==> config.mk <==
export PLATFORM = sky130hd
export DESIGN_NAME = blood_anim_sprite
export DESIGN_NICKNAME = d
export VERILOG_FILES = /design/src/rtl/blood_pkg.sv /design/src/rtl/blood_anim_ctrl.sv /design/src/rtl/blood_anim_sprite.sv
export SDC_FILE = /design/constraint.sdc
export NUM_CORES = 1
export LEC_CHECK = 0
export CAP_MARGIN = 20
export CORE_AREA = 2 2 51 88
export CTS_BUF_LIST = sky130_fd_sc_hd__clkbuf_8
export CTS_CLUSTER_DIAMETER = 60
export DETAILED_ROUTE_END_ITERATION = 8
export DIE_AREA = 0 0 53 90
export GPL_TIMING_DRIVEN = 0
export PLACE_DENSITY = 0.8
export SLEW_MARGIN = 20
export SYNTH_ARGS = -nofsm -noshare
export SYNTH_HDL_FRONTEND = slang
export SYNTH_SLANG_ARGS = --single-unit
==> constraint.sdc <==
create_clock -name clk -period 1.9 [get_ports clk]
set_input_delay 0.285 -clock clk [delete_from_list [all_inputs] [get_ports clk]]
set_output_delay 0.285 -clock clk [all_outputs]
set_load 0.005 [all_outputs]
==> src/rtl/blood_pkg.sv <==
// Shared constants and types for the blood-splatter sprite path.
package blood_pkg;

  localparam int SPRITE_DIM = 64;
  localparam int ADDR_W     = 6;
  localparam int COLOR_W    = 12;
  localparam int FRAME_W    = 5;
  localparam int COORD_W    = 10;

  // Black pixels in the frame ROMs are see-through.
  localparam logic [COLOR_W-1:0] TRANSPARENT = 12'h000;

  typedef enum logic {
    IDLE = 1'b0,
    PLAY = 1'b1
  } state_t;

endpackage

==> src/rtl/blood_anim_ctrl.sv <==
// One-shot animation sequencer: a trigger starts playback at frame 0, each
// frame is held for TICKS_PER_FRAME frame_tick pulses, and after the last
// frame the sequencer drops back to IDLE.
// Optional feature: define BLOOD_RETRIGGER_EN to let a trigger during
// playback restart the animation from frame 0.
module blood_anim_ctrl
  import blood_pkg::*;
#(
  parameter int NUM_FRAMES      = 20,
  parameter int TICKS_PER_FRAME = 3
) (
  input  logic               clk,
  input  logic               reset,
  input  logic               trigger,
  input  logic               frame_tick,
  output logic               busy,
  output logic [FRAME_W-1:0] rom_frame
);

  localparam int TICK_W = (TICKS_PER_FRAME > 1) ? $clog2(TICKS_PER_FRAME) : 1;
  localparam logic [TICK_W-1:0]  TICK_LAST  = TICK_W'(TICKS_PER_FRAME - 1);
  localparam logic [FRAME_W-1:0] FRAME_LAST = FRAME_W'(NUM_FRAMES - 1);

  state_t             state_reg, state_next;
  logic [FRAME_W-1:0] frame_reg, frame_next;
  logic [TICK_W-1:0]  tick_reg, tick_next;

  // State and counter registers; reset parks the sequencer in IDLE at frame 0.
  always_ff @(posedge clk) begin
    if (reset) begin
      state_reg <= IDLE;
      frame_reg <= '0;
      tick_reg  <= '0;
    end else begin
      state_reg <= state_next;
      frame_reg <= frame_next;
      tick_reg  <= tick_next;
    end
  end

  // Next-state logic; frames only advance on frame_tick so a displayed
  // frame never changes mid-scan.
  always_comb begin
    state_next = state_reg;
    frame_next = frame_reg;
    tick_next  = tick_reg;
    case (state_reg)
      IDLE: begin
        // A coincident frame_tick is ignored so frame 0 gets its full time.
        if (trigger) begin
          state_next = PLAY;
          frame_next = '0;
          tick_next  = '0;
        end
      end
      PLAY: begin
`ifdef BLOOD_RETRIGGER_EN
        if (trigger) begin
          frame_next = '0;
          tick_next  = '0;
        end else
`endif
        if (frame_tick) begin
          if (tick_reg == TICK_LAST) begin
            tick_next = '0;
            if (frame_reg == FRAME_LAST) begin
              state_next = IDLE;
              frame_next = '0;
            end else begin
              frame_next = frame_reg + 1'b1;
            end
          end else begin
            tick_next = tick_reg + 1'b1;
          end
        end
      end
      default: begin
        state_next = IDLE;
        frame_next = '0;
        tick_next  = '0;
      end
    endcase
  end

  assign busy      = (state_reg == PLAY);
  assign rom_frame = frame_reg;

endmodule

==> src/rtl/blood_anim_sprite.sv <==
// Blood-splatter sprite driver: sequences the animation frames, turns the
// VGA pixel position into ROM row/col addresses and masks the ROM colour
// with a window flag delayed to match the ROM's registered read.
// Optional feature: BLOOD_RETRIGGER_EN (see blood_anim_ctrl).
module blood_anim_sprite
  import blood_pkg::*;
#(
  parameter int NUM_FRAMES      = 20,
  parameter int TICKS_PER_FRAME = 3
) (
  input  logic               clk,
  input  logic               reset,
  input  logic               trigger,
  input  logic               frame_tick,
  input  logic [COORD_W-1:0] pos_x,
  input  logic [COORD_W-1:0] pos_y,
  input  logic [COORD_W-1:0] x,
  input  logic [COORD_W-1:0] y,
  input  logic               video_on,
  output logic [ADDR_W-1:0]  rom_row,
  output logic [ADDR_W-1:0]  rom_col,
  output logic [FRAME_W-1:0] rom_frame,
  input  logic [COLOR_W-1:0] rom_color,
  output logic               busy,
  output logic               blood_on,
  output logic [COLOR_W-1:0] rgb
);

  logic               in_box;
  logic               in_box_d;
  logic [COORD_W:0]   x_w, y_w, left_w, right_w, top_w, bottom_w;

  blood_anim_ctrl #(
    .NUM_FRAMES      (NUM_FRAMES),
    .TICKS_PER_FRAME (TICKS_PER_FRAME)
  ) u_ctrl (
    .clk        (clk),
    .reset      (reset),
    .trigger    (trigger),
    .frame_tick (frame_tick),
    .busy       (busy),
    .rom_frame  (rom_frame)
  );

  // Low 6 bits of the difference only depend on the low 6 bits of each term.
  assign rom_col = x[ADDR_W-1:0] - pos_x[ADDR_W-1:0];
  assign rom_row = y[ADDR_W-1:0] - pos_y[ADDR_W-1:0];

  // Window compare is one bit wider so pos+64 cannot wrap at the screen edge.
  assign x_w      = {1'b0, x};
  assign y_w      = {1'b0, y};
  assign left_w   = {1'b0, pos_x};
  assign top_w    = {1'b0, pos_y};
  assign right_w  = left_w + (COORD_W+1)'(SPRITE_DIM);
  assign bottom_w = top_w + (COORD_W+1)'(SPRITE_DIM);

  assign in_box = busy & video_on
                & (x_w >= left_w) & (x_w < right_w)
                & (y_w >= top_w)  & (y_w < bottom_w);

  // Delay the window flag one clock so it lines up with the ROM data.
  always_ff @(posedge clk) begin
    if (reset) begin
      in_box_d <= 1'b0;
    end else begin
      in_box_d <= in_box;
    end
  end

  assign blood_on = in_box_d & (rom_color != TRANSPARENT);
  assign rgb      = blood_on ? rom_color : TRANSPARENT;

endmodule

# Word-level counts from Yosys, hierarchy flattened
# Cells that the tools add are included.
# W data, S select, Z words.
[word_totals]
reg_bits = 9
latch_bits = 0
ramBits = 0
rom_bits = 0
wordCells = 44
n_memories = 0
[classes]
add_sub_neg = 6
n_mul = 0
div = 0
magnitude_cmp = 4
n_eq_ne = 5
n_shift = 0
mux = 15
n_bitwise = 7
n_reduce_logical = 3
[op_table]
columns = ["operator", "n"]
rows = [
  ["$add A10 B7 Y11 const B", 2],
  ["$lt A10 B11 Y1", 2],
  ["$ge A10 B10 Y1", 2],
  ["$mux W5", 4],
  ["$mux W12", 1],
  ["$reduce_bool A12 Y1", 1],
  ["$sub A6 B6 Y6", 2],
  ["$pmux W5 S2", 1],
  ["$and A1 B1 Y1", 6],
  ["$mux W2", 3],
  ["$ne A2 B2 Y1 const B", 3],
  ["$add A5 B1 Y5 const B", 1],
  ["$eq A5 B5 Y1 const B", 1],
  ["$mux W1", 4],
  ["$pmux W2 S2", 1],
  ["$reduce_and A3 Y1", 1],
  ["$add A2 B1 Y2 const B", 1],
  ["$eq A2 B2 Y1 const B", 1],
  ["$pmux W1 S2", 1],
  ["$reduce_and A2 Y1", 1],
  ["$not A1 Y1", 1],
]

# Logic depth before layout (Yosys ltp)
[depth]
word_depth = 5
mapped_depth = 9

# Hierarchy
# From an unflattened synthesis, not the netlist that was laid out.
[unflattened]
cells_unflattened = 206
hier_area_um2 = 1596.5
[by_module_without_submodules]
columns = ["module", "n_inst", "cells_each", "area_each_um2"]
rows = [
  ["blood_anim_sprite", 1, 159, 1157.4],
  ["blood_anim_ctrl", 1, 47, 439.2],
]

# Least setup slack after synthesis
# OpenSTA, ideal clock, no wires.
[synth_timing]
kind = "input-to-output"
startpoint = "in x[0]"
endpoint = "out rom_col[4]"
t_arrival_ns = 1.494
required_time_ns = 1.615
path_slack_ns = 0.121
path_stages = 7
path_cell_list = "inv_1 ha_1 inv_1 fa_1 a21o_2 a21oi_1 xnor2_1"
[synth_via]
elab_chain_cells = 1
[synth_lines]
columns = ["element", "line_no", "rtl"]
rows = [
  ["start, declared", "blood_anim_sprite.sv:17", "input logic [COORD_W-1:0] x,"],
  ["$sub A6 B6 Y6", "blood_anim_sprite.sv:46", "assign rom_col = x[ADDR_W-1:0] - pos_x[ADDR_W-1:0];"],
  ["end, declared", "blood_anim_sprite.sv:21", "output logic [ADDR_W-1:0] rom_col,"],
]
# No other way between the ends.

# Final worst setup path
[layout_timing]
startpoint = "in pos_y[1]"
endpoint = "out rom_row[5]"
[layout_via]
elab_chain_cells = 1
[layout_lines]
columns = ["element", "line_no", "rtl"]
rows = [
  ["start, declared", "blood_anim_sprite.sv:16", "input logic [COORD_W-1:0] pos_y,"],
  ["$sub A6 B6 Y6", "blood_anim_sprite.sv:47", "assign rom_row = y[ADDR_W-1:0] - pos_y[ADDR_W-1:0];"],
  ["end, declared", "blood_anim_sprite.sv:20", "output logic [ADDR_W-1:0] rom_row,"],
]
# No other way between the ends.

==> metrics <==
Syn Area/Cell=7.68 um2; Post-CTS Hold Buffers=0; critical-path cell list=buf_8 > inv_4 > ha_4 > nor2b_4 > o211ai_1 > a31oi_1 > buf_4 > nor2_2 > xnor2_1 > buf_2; asr flop ratio synth=0%; RR Endpoint=u_ctrl.rom_frame[3]; Synth Warn #=0; core area=4070 um2; Net Switching=0.000333 W; CP Class=in2out; layout cells sized above 1=24.4%; Fin Setup TNS=0 ns; final RePlAce weighted congestion=0.781; status=finished, final reports clean; post-synth cell types=50; Die Ht=90 um; Via density=5.26; CTS tree=built; worst-skew pair later-pin latency=0.23 ns; Pwr Density=360 nW/um2; Post-synth EDFFs=0; unrepaired setup endpoints after global routing=yes; Pins Over Slew Limit=0; top cell type's share of synthesized area=24.8%; Fill cells=325; Synth area leader=ha_1; CP arrival=1.60 ns; DR WL/cell=13.9 um; Clock Tree Root=clkbuf_8; FP Rows=31; IO Pins=88; R2R cell count=5; Switching Share=33.4%; Worst setup endpoint=rom_row[5]; reg-to-reg startpoint=u_ctrl.rom_frame[0]; internal power=0.000665 W; Max Cap Viol=0; Clock H-tree levels=1; Peak Freq=529 MHz; Net Count, Synth=294; ys flop type=dfxtp_1; Final Util=68.0%; Synth Register Bits=9; CTS Buffer Depth=2; die area=4770 um2; minimum clock period=1.89 ns; initial antenna violation count=0; multi-input logic area=1420 um2; number of buffers added on ports=86; CP Capture Type=primary output; Post-route DRC=0; Synth area leaders=ha_1 25%, dfxtp_1 12%, inv_1 8.4%; total gr overflow=0; DR iter-0 viols=21; worst clock skew=0.000434 ns; Detailed Route WL=4960 um; CTS clock-pin slew for the worst setup and hold paths=0.04 ns; Worst Tran Pin Value=0.377 ns; Ant. Diodes=0; combinational power share=58.3%; register area=180 um2; CP max stage cell=a31oi_1; final setup vio count=0; cell count after synthesis=204; static leakage=1.26 nW; Max IR drop VDD=0.263 mV; Clock power frac=22.0%; CP peak stage delay=0.26 ns; vias post-DR=1,879; first-pass GRT wire length=7740 um; Sink Count=9; sequential share of power=19.7%; CTS Buf Count=3; Area Growth Syn to Fin=76.9%; FF-to-FF setup slack=0.36 ns; critical path peak fanout=2; max_slew headroom=74.8%; Worst setup startpoint=pos_y[1]; Req. time, crit path=1.62 ns; Starting Density=38.5%; sequential area share after synthesis=11.5%; DRT antenna net count=0; die width=53 um; Final period util=99.4%; largest net degree at the start of global routing=14; CP Launch Type=primary input; hpwl dp=3800 um; GRT Util Overall=20.5%; Detailed Routing Iterations Pass 1=4; worst hold path class=in2reg; final layout net count=399; Final Hold Fails=0; max reg flops=5; vias in the first global route=1,842; Mapped Area=1570 um2
## synth_stat cells (2+ instances only)
cell	count
dfxtp_1	9
xnor2_1	9
nor2b_1	3
a21oi_1	15
a31oi_1	3
ha_1	31
nand2_1	9
nand2b_1	2
inv_1	35
and2_1	12
nor2_1	12
a21o_2	2
o21ai_0	8
or3_1	2
and3_1	2
a211o_1	2
nand3_1	9
a22oi_1	3
fa_1	2
nor4_1	4
## stage by stage
step / setup WS (ns) / total power, W / cell area (um2) / instances / hold WS, ns
6_report: 0.0105 / 0.000998 / 2770 / 357 / 0.280
4_1_cts: -0.00725 / 0.000969 / 2700 / 353 / 0.275
3_3_place_gp: -0.889 / 0.000707 / 2490 / 339 / 0.465
5_1_grt: -0.0749 / 0.00107 / 2770 / 357 / 0.279
3_5_place_dp: -0.890 / 0.000714 / 2490 / 339 / 0.472
2_1_floorplan: 0.121 / 0.000442 / 1570 / 204 / 0.446
## area by class of cell
type,count,share of cell area [%]
buffer,1,0.497
clock buffer,3,1.49
clock inverter,1,0.135
inverter,35,4.83
multi-input combinational,158,51.2
sequential,9,6.50
tap,49,2.21
timing repair buffer,101,33.2
## per-layer routing
metal  GRT usage, %  part of all wire (%)  up-vias
met4           4.06                   1.4        0
met3           4.15                   7.6        7
met1           18.9                    34      856
li1               -                     -      929
met2           42.0                    57       87
met5              0                     0        -
## how the worst min path moves through the flow
stage / from / to / slack (ns) / depth (start not counted)
final: reset / u_ctrl.tick_reg[0] / 0.28 / 2
after global routing: reset / u_ctrl.tick_reg[0] / 0.28 / 2
after CTS: reset / u_ctrl.rom_frame[3] / 0.28 / 2
after detailed placement: u_ctrl.tick_reg[0] / u_ctrl.tick_reg[0] / 0.47 / 2
after global placement: u_ctrl.tick_reg[0] / u_ctrl.tick_reg[0] / 0.47 / 2
after floorplan: u_ctrl.tick_reg[0] / u_ctrl.tick_reg[0] / 0.45 / 2
## layout by cell type (no fill, tap or decap), types with 3 or more instances in the layout
cell and n:
a21oi_1 13, inv_2 11, ha_1 22, ha_4 9
inv_1 24, dlygate4sd2_1 15, o21ai_0 6, clkdlybuf4s50_1 49
and2_1 12, clkdlybuf4s15_1 7, clkbuf_8 4, nand3_1 9
a31oi_1 3, buf_4 14, buf_2 8, dfxtp_1 9
nand2_1 9, buf_6 4, nor2_1 11, nor4_2 3
xnor2_1 9, a22oi_1 3
## kinds of logic (layout without fill, tap and decap cells)
group                    after synthesis  after routing  synth area share, %
AND/OR/NAND/NOR                       64             64                 23.9
AO/OA/AOI/OAI                         50             50                 21.6
multiplexers                           1              1                0.639
XOR/XNOR                              10             10                 5.59
adder cells (fa/ha/maj)               33             33                 27.3
buffers and inverters                 37            141                 9.50
flip-flops                             9              9                 11.5
## worst max-delay path: cells and delay by family
family                     cells  cell delay [ns]
buffers and inverters          4             0.40
AOI/OAI and AO/OA              2             0.36
adders and majority gates      1             0.25
and+or+nand+nor                2             0.17
xor gates and xnor gates       1             0.13
## power groups by stage
stage	Clock, W	Combinational, W	Sequential (W)
global route	0.000234	0.000638	0.000197
finish	0.000220	0.000581	0.000197
detailed placement	0	0.000514	0.000200
floorplan	0	0.000243	0.000199
CTS	0.000226	0.000546	0.000197
global placement	0	0.000507	0.000200
## what timing repair did
| item | CTS | global route |
|---|---|---|
| gates resized for setup | 109 | 20 |
| endpoints found under the setup margin | 13 | 7 |
| buffers inserted | 14 | 4 |
| pin swaps | 31 | 19 |
Note: power is estimated with default switching activity, not from simulation.
